$ cat src/rtl/uart_tx_cfg.sv
// uart_tx_cfg: buffered, parametrised UART transmitter.
//
// Words are accepted into a small FIFO and serialised onto ftdi_txd as
// start bit, DATA_BITS data bits (LSB first), optional parity bit and
// STOP_BITS stop bits. Every bit lasts CYCLES clocks, where CYCLES is
// CLK_HZ/BAUD rounded to nearest. Frames run back-to-back with no idle gap.
//
// Ports:
//   clk_25mhz   in   single clock
//   reset       in   asynchronous, active-high; empties the FIFO, idles the line
//   tx_data     in   word to send (DATA_BITS wide)
//   tx_valid    in   producer offers tx_data
//   tx_ready    out  FIFO not full (combinational)
//   ftdi_txd    out  registered serial line, idles high
//   tx_busy     out  FSM is not in IDLE
//   frame_done  out  one-cycle pulse in the last clock of the final stop bit
//   fifo_count  out  current FIFO occupancy
//   fsm_state_o out  raw FSM state for observation
//
// Handshake: a word transfers on a rising clock edge where tx_valid and
// tx_ready are both high; tx_ready depends only on the FIFO occupancy, never
// on tx_valid, and a producer may hold tx_valid high across stalled cycles.
module uart_tx_cfg #(
   parameter int CLK_HZ     = 25_000_000,
   parameter int BAUD       = 9600,
   parameter int DATA_BITS  = 8,
   parameter int PARITY     = 0,
   parameter int STOP_BITS  = 1,
   parameter int FIFO_DEPTH = 4
) (
   input  logic                          clk_25mhz,
   input  logic                          reset,
   input  logic [DATA_BITS-1:0]          tx_data,
   input  logic                          tx_valid,
   output logic                          tx_ready,
   output logic                          ftdi_txd,
   output logic                          tx_busy,
   output logic                          frame_done,
   output logic [$clog2(FIFO_DEPTH):0]   fifo_count,
   output logic [2:0]                    fsm_state_o
);

   localparam int CYCLES = (CLK_HZ + BAUD / 2) / BAUD;
   localparam int BAUD_W = (CYCLES > 1) ? $clog2(CYCLES) : 1;
   localparam int PTR_W  = $clog2(FIFO_DEPTH);
   localparam int CNT_W  = PTR_W + 1;

   typedef enum logic [2:0] {
      S_IDLE   = 3'd0,
      S_START  = 3'd1,
      S_DATA   = 3'd2,
      S_PARITY = 3'd3,
      S_STOP   = 3'd4
   } state_t;

   state_t               state_q;
   logic [BAUD_W-1:0]    baud_q;
   logic [3:0]           bit_q;
   logic [DATA_BITS-1:0] shift_q;
   logic                 par_q;
   logic                 txd_q;
   logic                 done_q;

   logic [DATA_BITS-1:0] mem_q [FIFO_DEPTH];
   logic [PTR_W-1:0]     wr_ptr_q, wr_ptr_d;
   logic [PTR_W-1:0]     rd_ptr_q, rd_ptr_d;
   logic [CNT_W-1:0]     count_q, count_d;

   logic                 tick;
   logic                 last_data;
   logic                 last_stop;
   logic                 fifo_empty;
   logic                 push;
   logic                 pop;
   logic [DATA_BITS-1:0] head;
   logic                 head_par;

   assign tick       = (baud_q == BAUD_W'(CYCLES - 1));
   assign last_data  = (bit_q == 4'(DATA_BITS - 1));
   assign last_stop  = (bit_q == 4'(STOP_BITS - 1));
   assign fifo_empty = (count_q == '0);
   assign tx_ready   = (count_q != CNT_W'(FIFO_DEPTH));
   assign push       = tx_valid && tx_ready;
   // Pops happen from IDLE, or in the final stop clock so the next start bit
   // follows with no gap. Emptiness is the registered count, so a word pushed
   // into an empty FIFO is never popped in the same cycle.
   assign pop        = !fifo_empty &&
                       ((state_q == S_IDLE) || ((state_q == S_STOP) && tick && last_stop));
   assign head       = mem_q[rd_ptr_q];
   // Even parity is the XOR of the data bits; odd parity is its inverse.
   assign head_par   = (^head) ^ (PARITY == 1);

   // ---------------- FIFO ----------------
   always_comb begin
      wr_ptr_d = wr_ptr_q;
      rd_ptr_d = rd_ptr_q;
      count_d  = count_q;
      if (push) wr_ptr_d = wr_ptr_q + PTR_W'(1);
      if (pop)  rd_ptr_d = rd_ptr_q + PTR_W'(1);
      if (push && !pop)      count_d = count_q + CNT_W'(1);
      else if (pop && !push) count_d = count_q - CNT_W'(1);
   end

   always_ff @(posedge clk_25mhz or posedge reset) begin
      if (reset) begin
         wr_ptr_q <= '0;
         rd_ptr_q <= '0;
         count_q  <= '0;
      end else begin
         wr_ptr_q <= wr_ptr_d;
         rd_ptr_q <= rd_ptr_d;
         count_q  <= count_d;
      end
   end

   // Storage needs no reset: occupancy is tracked by the pointers and count.
   always_ff @(posedge clk_25mhz) begin
      if (push) mem_q[wr_ptr_q] <= tx_data;
   end

   // ---------------- Transmit FSM ----------------
   // ftdi_txd is registered from the current state, so the line trails the
   // state by one clock; frame_done is registered the same way and therefore
   // lands in the last clock of the final stop bit as seen on the line.
   always_ff @(posedge clk_25mhz or posedge reset) begin
      if (reset) begin
         state_q <= S_IDLE;
         baud_q  <= '0;
         bit_q   <= '0;
         shift_q <= '0;
         par_q   <= 1'b0;
         txd_q   <= 1'b1;
         done_q  <= 1'b0;
      end else begin
         done_q <= 1'b0;
         case (state_q)
            S_IDLE: begin
               txd_q <= 1'b1;
               if (pop) begin
                  shift_q <= head;
                  par_q   <= head_par;
                  bit_q   <= '0;
                  baud_q  <= '0;
                  state_q <= S_START;
               end
            end
            S_START: begin
               txd_q <= 1'b0;
               if (tick) begin
                  baud_q  <= '0;
                  state_q <= S_DATA;
               end else begin
                  baud_q <= baud_q + BAUD_W'(1);
               end
            end
            S_DATA: begin
               txd_q <= shift_q[0];
               if (tick) begin
                  baud_q  <= '0;
                  shift_q <= shift_q >> 1;
                  if (last_data) begin
                     bit_q   <= '0;
                     state_q <= (PARITY != 0) ? S_PARITY : S_STOP;
                  end else begin
                     bit_q <= bit_q + 4'd1;
                  end
               end else begin
                  baud_q <= baud_q + BAUD_W'(1);
               end
            end
            S_PARITY: begin
               txd_q <= par_q;
               if (tick) begin
                  baud_q  <= '0;
                  state_q <= S_STOP;
               end else begin
                  baud_q <= baud_q + BAUD_W'(1);
               end
            end
            S_STOP: begin
               txd_q <= 1'b1;
               if (tick) begin
                  baud_q <= '0;
                  if (last_stop) begin
                     done_q <= 1'b1;
                     bit_q  <= '0;
                     if (pop) begin
                        shift_q <= head;
                        par_q   <= head_par;
                        state_q <= S_START;
                     end else begin
                        state_q <= S_IDLE;
                     end
                  end else begin
                     bit_q <= bit_q + 4'd1;
                  end
               end else begin
                  baud_q <= baud_q + BAUD_W'(1);
               end
            end
            default: state_q <= S_IDLE;
         endcase
      end
   end

   assign ftdi_txd    = txd_q;
   assign frame_done  = done_q;
   assign tx_busy     = (state_q != S_IDLE);
   assign fifo_count  = count_q;
   assign fsm_state_o = state_q;

endmodule
$ cat config.mk
export PLATFORM = sky130hd
export DESIGN_NAME = uart_tx_cfg
export DESIGN_NICKNAME = d
export VERILOG_FILES = /design/src/rtl/uart_tx_cfg.sv
export SDC_FILE = /design/constraint.sdc
export NUM_CORES = 1
export LEC_CHECK = 0
export ABC_AREA = 1
export CORE_MARGIN = 2
export CORE_UTILIZATION = 60
export DETAILED_ROUTE_END_ITERATION = 10
export PLACE_DENSITY = 0.82
export SYNTH_ARGS = -nofsm -noshare
export SYNTH_HDL_FRONTEND = slang
export SYNTH_SLANG_ARGS = --single-unit
$ cat constraint.sdc
create_clock -name clk_25mhz -period 2.45 [get_ports clk_25mhz]
set_input_delay 0.3675 -clock clk_25mhz [delete_from_list [all_inputs] [get_ports clk_25mhz]]
set_output_delay 0.3675 -clock clk_25mhz [all_outputs]
set_load 0.05 [all_outputs]
### Word level (Yosys, flattened, before mapping)

Memories as Yosys holds them, arrays and structs flattened.
Cells that the tools add are included.

| storage, ports and cells | value |
|---|---|
| word-level logic and storage cells | 93 |
| input bits | 11 |
| RAM bits | 32 |
| bits in registers | 37 |
| memories kept | 1 |
| output and inout port bits | 10 |

Memories:

| name | depth | width | read ports | clocked after memory_dff | write ports | RTL line | RTL |
|---|---|---|---|---|---|---|---|
| mem_q | 4 | 8 | 1 | 0 | 1 | 64 | `logic [DATA_BITS-1:0] mem_q [FIFO_DEPTH];` |

| cells by class | value |
|---|---|
| reduce and logical (&&, ||, !) cells | 27 |
| $add $sub $neg | 6 |
| muxes and demuxes | 35 |
| equal/unequal tests | 14 |

Operators by type and width:

| kind | count |
|---|---|
| two-way mux 8 bit | 4 |
| two-way mux 3 bit | 9 |
| two-way mux 12 bit | 2 |
| one-hot mux 12 bit (2 select lines) | 1 |
| one-hot mux 8 bit (3 select lines) | 1 |
| two-way mux 4 bit | 5 |
| one-hot mux 3 bit (5 select lines) | 1 |
| inequality test 2 bit, second input constant | 7 |
| adder 12 x 1 -> 12 bit, second input constant | 1 |
| == test 12 bit, second input constant | 1 |
| one-hot mux 4 bit (3 select lines) | 1 |
| two-way mux 1 bit | 9 |
| AND reduction 4 bit | 2 |
| XOR reduction 8 bit | 1 |
| AND reduction 7 bit | 1 |
| == test 3 x 2 -> 1 bit, second input constant | 2 |
| logical AND 1 bit | 6 |
| zero test 3 bit | 2 |
| nonzero test 2 bit | 3 |
| nonzero test 3 bit | 2 |
| adder 2 x 1 -> 2 bit, second input constant | 2 |
| adder 4 x 1 -> 4 bit, second input constant | 1 |
| == test 4 x 3 -> 1 bit, second input constant | 1 |
| zero test 4 bit | 1 |
| other kinds (14) | 16 |

### Depth between registers and ports, before layout

| depth | value |
|---|---|
| depth after elaboration | 9 |
| depth in mapped cells | 15 |
| depth with buffers taken out | 13 |

### Least setup slack after synthesis

OpenSTA, ideal clock, no wires.

| path | value |
|---|---|
| path kind | reg-to-reg |
| from | register count_q[0] (netlist: fifo_count[0]) |
| to | register count_q[2] (netlist: fifo_count[2]) |
| library setup time | 0.142 ns |
| period minus slack after synthesis | 2.579 ns |
| setup slack | -0.129 ns |
| required time | 2.308 ns |
| arrival time | 2.437 ns |
| cell stages (with the launch flop) | 11 |
| path buffers | 0 |
| cells stage by stage | dfrtp_1 -> nor2_1 -> nand2_1 -> nand2_1 -> inv_1 -> ha_1 -> inv_1 -> fa_1 -> a21oi_1 -> o21ai_0 -> xnor2_1 |

| on the way | value |
|---|---|
| elaborated cells on any way between the ends | 14 |
| classes of those cells | add/sub: 2; eq/ne: 1; mux: 2; reduce/logical: 9 |

RTL lines:

| item | RTL line | RTL |
|---|---|---|
| start: declaration | 67 | `logic [CNT_W-1:0] count_q, count_d;` |
| start signal: assignment | 112 | `count_q <= count_d;` |
| inequality test 3 bit * | 82 | `assign tx_ready = (count_q != CNT_W'(FIFO_DEPTH));` |
| net tx_ready | 35 | `output logic tx_ready,` |
| logical AND 1 bit * | 83 | `assign push = tx_valid && tx_ready;` |
| net push | 73 | `logic push;` |
| zero test 1 bit | 101 | `else if (pop && !push) count_d = count_q - CNT_W'(1);` |
| logical AND 1 bit | 101 |  |
| nonzero test 2 bit (no line) | - |  |

The timed path passes the listed nets; every way through them passes the cells marked *. The select of a mux whose other input is x is not followed.
A chain may end at the register's enable or synchronous reset.

### Worst setup path after layout

| path | value |
|---|---|
| from | register bit_q[0] |
| to | register count_q[1] (netlist: fifo_count[1]) |

| on the way | value |
|---|---|
| word-level cells in the longest chain between the ends | 7 |
| elaborated cells on any way between the ends | 9 |
| classes of those cells | mux: 1; reduce/logical: 8 |

Ends and longest elaborated chain:

| item | RTL line | RTL |
|---|---|---|
| start: declaration | 58 | `logic [3:0] bit_q;` |
| start signal: assignment | 165 | `bit_q <= bit_q + 4'd1;` |
| start signal: assignment | 195 | `bit_q <= bit_q + 4'd1;` |
| zero test 4 bit | 80 | `assign last_stop = (bit_q == 4'(STOP_BITS - 1));` |
| logical AND 1 bit | 88 | `((state_q == S_IDLE) \|\| ((state_q == S_STOP) && tick && last_stop));` |
| logical OR 1 bit | 88 |  |
| logical AND 1 bit | 87 | `assign pop = !fifo_empty &&` |
| zero test 1 bit | 100 | `if (push && !pop) count_d = count_q + CNT_W'(1);` |
| logical AND 1 bit | 100 |  |
| two-way mux 3 bit | 100 |  |
| net count_d[1] | 67 |  |

The timed path passes the listed nets, and every way through them passes these cells.

==> impl_metrics.csv <==
group,metric,value,unit
run_status,outcome,"finished clean",
route,drt_pass1_iterations,5,
power_and_ir_drop,total_power,3.07,mW
synth,ys_warn_count,0,
worst_setup_path,crit_start,"bit_q[0]",
route,routed_via_density,5.30,
worst_setup_path,max_stage_delay,0.44,ns
worst_setup_path,crit-reg2reg-launch,"bit_q[0]",
hold_path,hold_class,"input port to asynchronous set/reset pin",
power_and_ir_drop,p_int,2.10,mW
timing,slew_headroom,0.665,
grt,grt_max_degree,38,
layout,fillCellCount,454,
timing,rsz0062_at_grt,"no",
synth,ys_seq_elements,69,
power_and_ir_drop,p_per_area,722,mW/mm^2
route,vias,2890,
timing,layout_min_cycle_time,2.23,ns
synth,yosysMostFrequentCell,"nand2_1",
layout,multi_input_area,0.00159,sq mm
floorplan,ioPinCount,21,
synth,synth_cells,427,
synth,seq_area_frac_synth,0.512,
floorplan,fp-row-count,28,
layout,diodes,0,
clocking,cts_tree,"built",
floorplan,die_w,82.4,microns
layout,drive_above_1_share,0.153,
worst_setup_path,worstSetupStartpointType,"register",
clocking,cts-buffers-inserted,9,
clocking,htreeDepth,3,
timing,hold_violations,0,
timing,clock_skew,0.00983,ns
grt,grt_pass1_vias,2727,
route,drtAntennaViolNets,0,
grt,grt_pass1_wl,11800,microns
worst_setup_path,crit_type,"register to register",
clocking,path_clk_slew,0.08,ns
timing,worst_pin_slew,0.501,ns
timing,slew_viol_final,0,
power_and_ir_drop,p_leak,1.92,nW
power_and_ir_drop,clockPowerShare,0.312,
clocking,clock_latency,0.34,ns
power_and_ir_drop,p_comb_frac,0.217,
timing,finalCritPeriodShare,0.909,
route,wl,7060,microns
synth,avgSynthCellArea,8.64,sq um
clocking,cts.sinks,69,
worst_setup_path,required,2.68,ns
floorplan,die_h,82.4,microns
place,hpwl,4950,microns
synth,synth.area.top_cells,"edfxtp_1, dfrtp_1, nand2_1",
flow_run,drv_cap,0,
synth,ys_async_sr_fraction,0.536,
synth,synthTopCellsByCount,"nand2_1, nand3_1, dfrtp_1, inv_1, edfxtp_1",
worst_setup_path,critPathSlowestCell,"fa_2",
place,gp_congestion,0.795,
synth,ys.flop_type,"dfrtp_1",
route,drtIter0Drc,126,
power_and_ir_drop,p_sw,0.973,mW
worst_setup_path,crit_fanout,7,
layout,area_growth,15.3,%
place,portBuffers,20,
synth,synth_top_area_cell,"edfxtp_1",
power_and_ir_drop,ir_drop,0.651,mV
synth,synth_cell_types,40,
clocking,cts_root_buf,"clkbuf_8",
grt,grtUsageTotal,0.230,
floorplan,initial_core_util,0.623,
route,drcViolationCount,0,
floorplan,fp.coreArea,0.00592,sq mm
grt,gr-total-overflow,0,
synth,syn_area,0.00369,sq mm
floorplan,die-area,0.00679,sq mm
worst_setup_path,crit_path_end_kind,"register",
synth,synth_edf_count,32,
place,place_area,0.00400,sq mm
worst_setup_path,path_cells,"inv_1 > ha_1 > nand2_1 > nor2_1 > nor2_4 > nor2_2 > nand3b_4 > ha_1 > inv_1 > fa_2 > nor2_1 > a21oi_1",
clocking,clock_path_buffers,2,
synth,yosysTopAreaCellShare,0.260,
layout,stdcell_area,0.00425,sq mm
power_and_ir_drop,p_seq_frac,0.472,
synth,synthesis.nets,447,
layout,finish.net_count,485,
grt,antenna_found_initial,0,
route,wire_per_inst,13.0,microns
layout,seqCellArea,0.00189,sq mm
power_and_ir_drop,switching_share,0.317,
worst_setup_path,arrival,2.46,ns
timing,setup_viol,0,
timing,max_freq,449,MHz
timing,tns,0,ns
## final timing paths
path / endpoint / slack, ns / cells past startpoint
max: fifo_count[1] / 0.22 / 12
min: baud_q[9] / 0.44 / 3
max reg2reg: fifo_count[1] / 0.22 / 12
min reg2reg: shift_q[6] / 0.47 / 2
max in group asynchronous: fifo_count[0] / 1.66 / 3
min in group clk_25mhz: shift_q[6] / 0.47 / 2
## critical path, delay by kind of cell (launching register included)
| family | cells | cell delay, ns |
|---|---|---|
| fa+ha+maj | 3 | 0.79 |
| simple gates | 6 | 0.69 |
| flops | 1 | 0.41 |
| buf+inv | 2 | 0.17 |
| compound gates | 1 | 0.05 |
## repair_timing
item	CTS	global route
resized for setup	0	3
setup endpoints to repair	0	2
buffers inserted	0	6
hold buffers	0	0
## registers in the layout, summed over array words and instances (netlist names)
| register | count |
|---|---|
| wr_ptr_q | 2 |
| frame_done | 1 |
| mem_q | 32 |
| baud_q | 12 |
| ftdi_txd | 1 |
| fsm_state_o | 3 |
| par_q | 1 |
| fifo_count | 3 |
| bit_q | 4 |
| shift_q | 8 |
| rd_ptr_q | 2 |
## power groups by stage
stage | Sequential [mW] | Combinational [mW] | Clock, mW
after floorplan | 1.55 | 0.368 | 0
after global placement | 1.47 | 0.647 | 0
after detailed placement | 1.47 | 0.664 | 0
after CTS | 1.45 | 0.668 | 0.973
after global routing | 1.47 | 0.754 | 1.02
final | 1.45 | 0.666 | 0.957
## cells in the final DEF, fill, tap and decap left out, types with 2 or more instances in the layout
| cell | synthesis | layout |
|---|---|---|
| clkdlybuf4s50_1 | 0 | 20 |
| dfrtp_1 | 36 | 33 |
| ha_1 | 8 | 8 |
| inv_2 | 8 | 9 |
| nand4_1 | 5 | 5 |
| xnor2_1 | 3 | 3 |
| nand2_2 | 4 | 4 |
| nand3_1 | 40 | 40 |
| nor3_2 | 2 | 2 |
| nand2_1 | 159 | 159 |
| nor2_4 | 2 | 2 |
| a21oi_1 | 8 | 8 |
| nand2_4 | 5 | 5 |
| dfrtp_2 | 0 | 3 |
| nor2_2 | 5 | 5 |
| edfxtp_1 | 32 | 32 |
| inv_1 | 33 | 32 |
| nor3_1 | 4 | 4 |
| nor2_1 | 16 | 16 |
| xor2_1 | 5 | 5 |
| clkinv_4 | 0 | 2 |
| o21ai_1 | 3 | 3 |
| o21ai_0 | 20 | 20 |
| buf_4 | 3 | 15 |
| nor4_1 | 4 | 4 |
| inv_6 | 0 | 3 |
| clkbuf_8 | 0 | 9 |
| o22ai_1 | 2 | 2 |
## per-stage QoR
step,cells,hold WS (ns),util,worst slack [ns]
after global routing,545,0.497,0.719,0.0132
after detailed placement,523,0.459,0.676,0.149
final,545,0.436,0.719,0.223
after floorplan,427,0.442,-,0.00910
after global placement,523,0.453,0.676,0.248
after CTS,539,0.447,0.710,0.130
## cell families after synthesis
logic type | after synthesis | share of synthesized area
xor+xnor | 8 | 0.0190
compound gates | 39 | 0.0651
fa+ha+maj | 9 | 0.0326
flops | 69 | 0.512
buf+inv | 50 | 0.0580
simple gates | 252 | 0.314
## area by class of cell
class / instances / area share
Sequential cell: 69 / 0.445
Multi-Input combinational cell: 308 / 0.374
Timing Repair Buffer: 35 / 0.0735
Inverter: 42 / 0.0376
Clock buffer: 9 / 0.0291
Tap cell: 75 / 0.0221
Clock inverter: 7 / 0.0191
## routing by layer
layer	up-vias	part of all wire	GRT usage
met3	12	0.035	0.0370
li1	1474	-	-
met1	1348	0.45	0.286
met2	56	0.50	0.397
met5	-	0	0
met4	0	0.018	0.102
(Power assumes the default switching activity.)
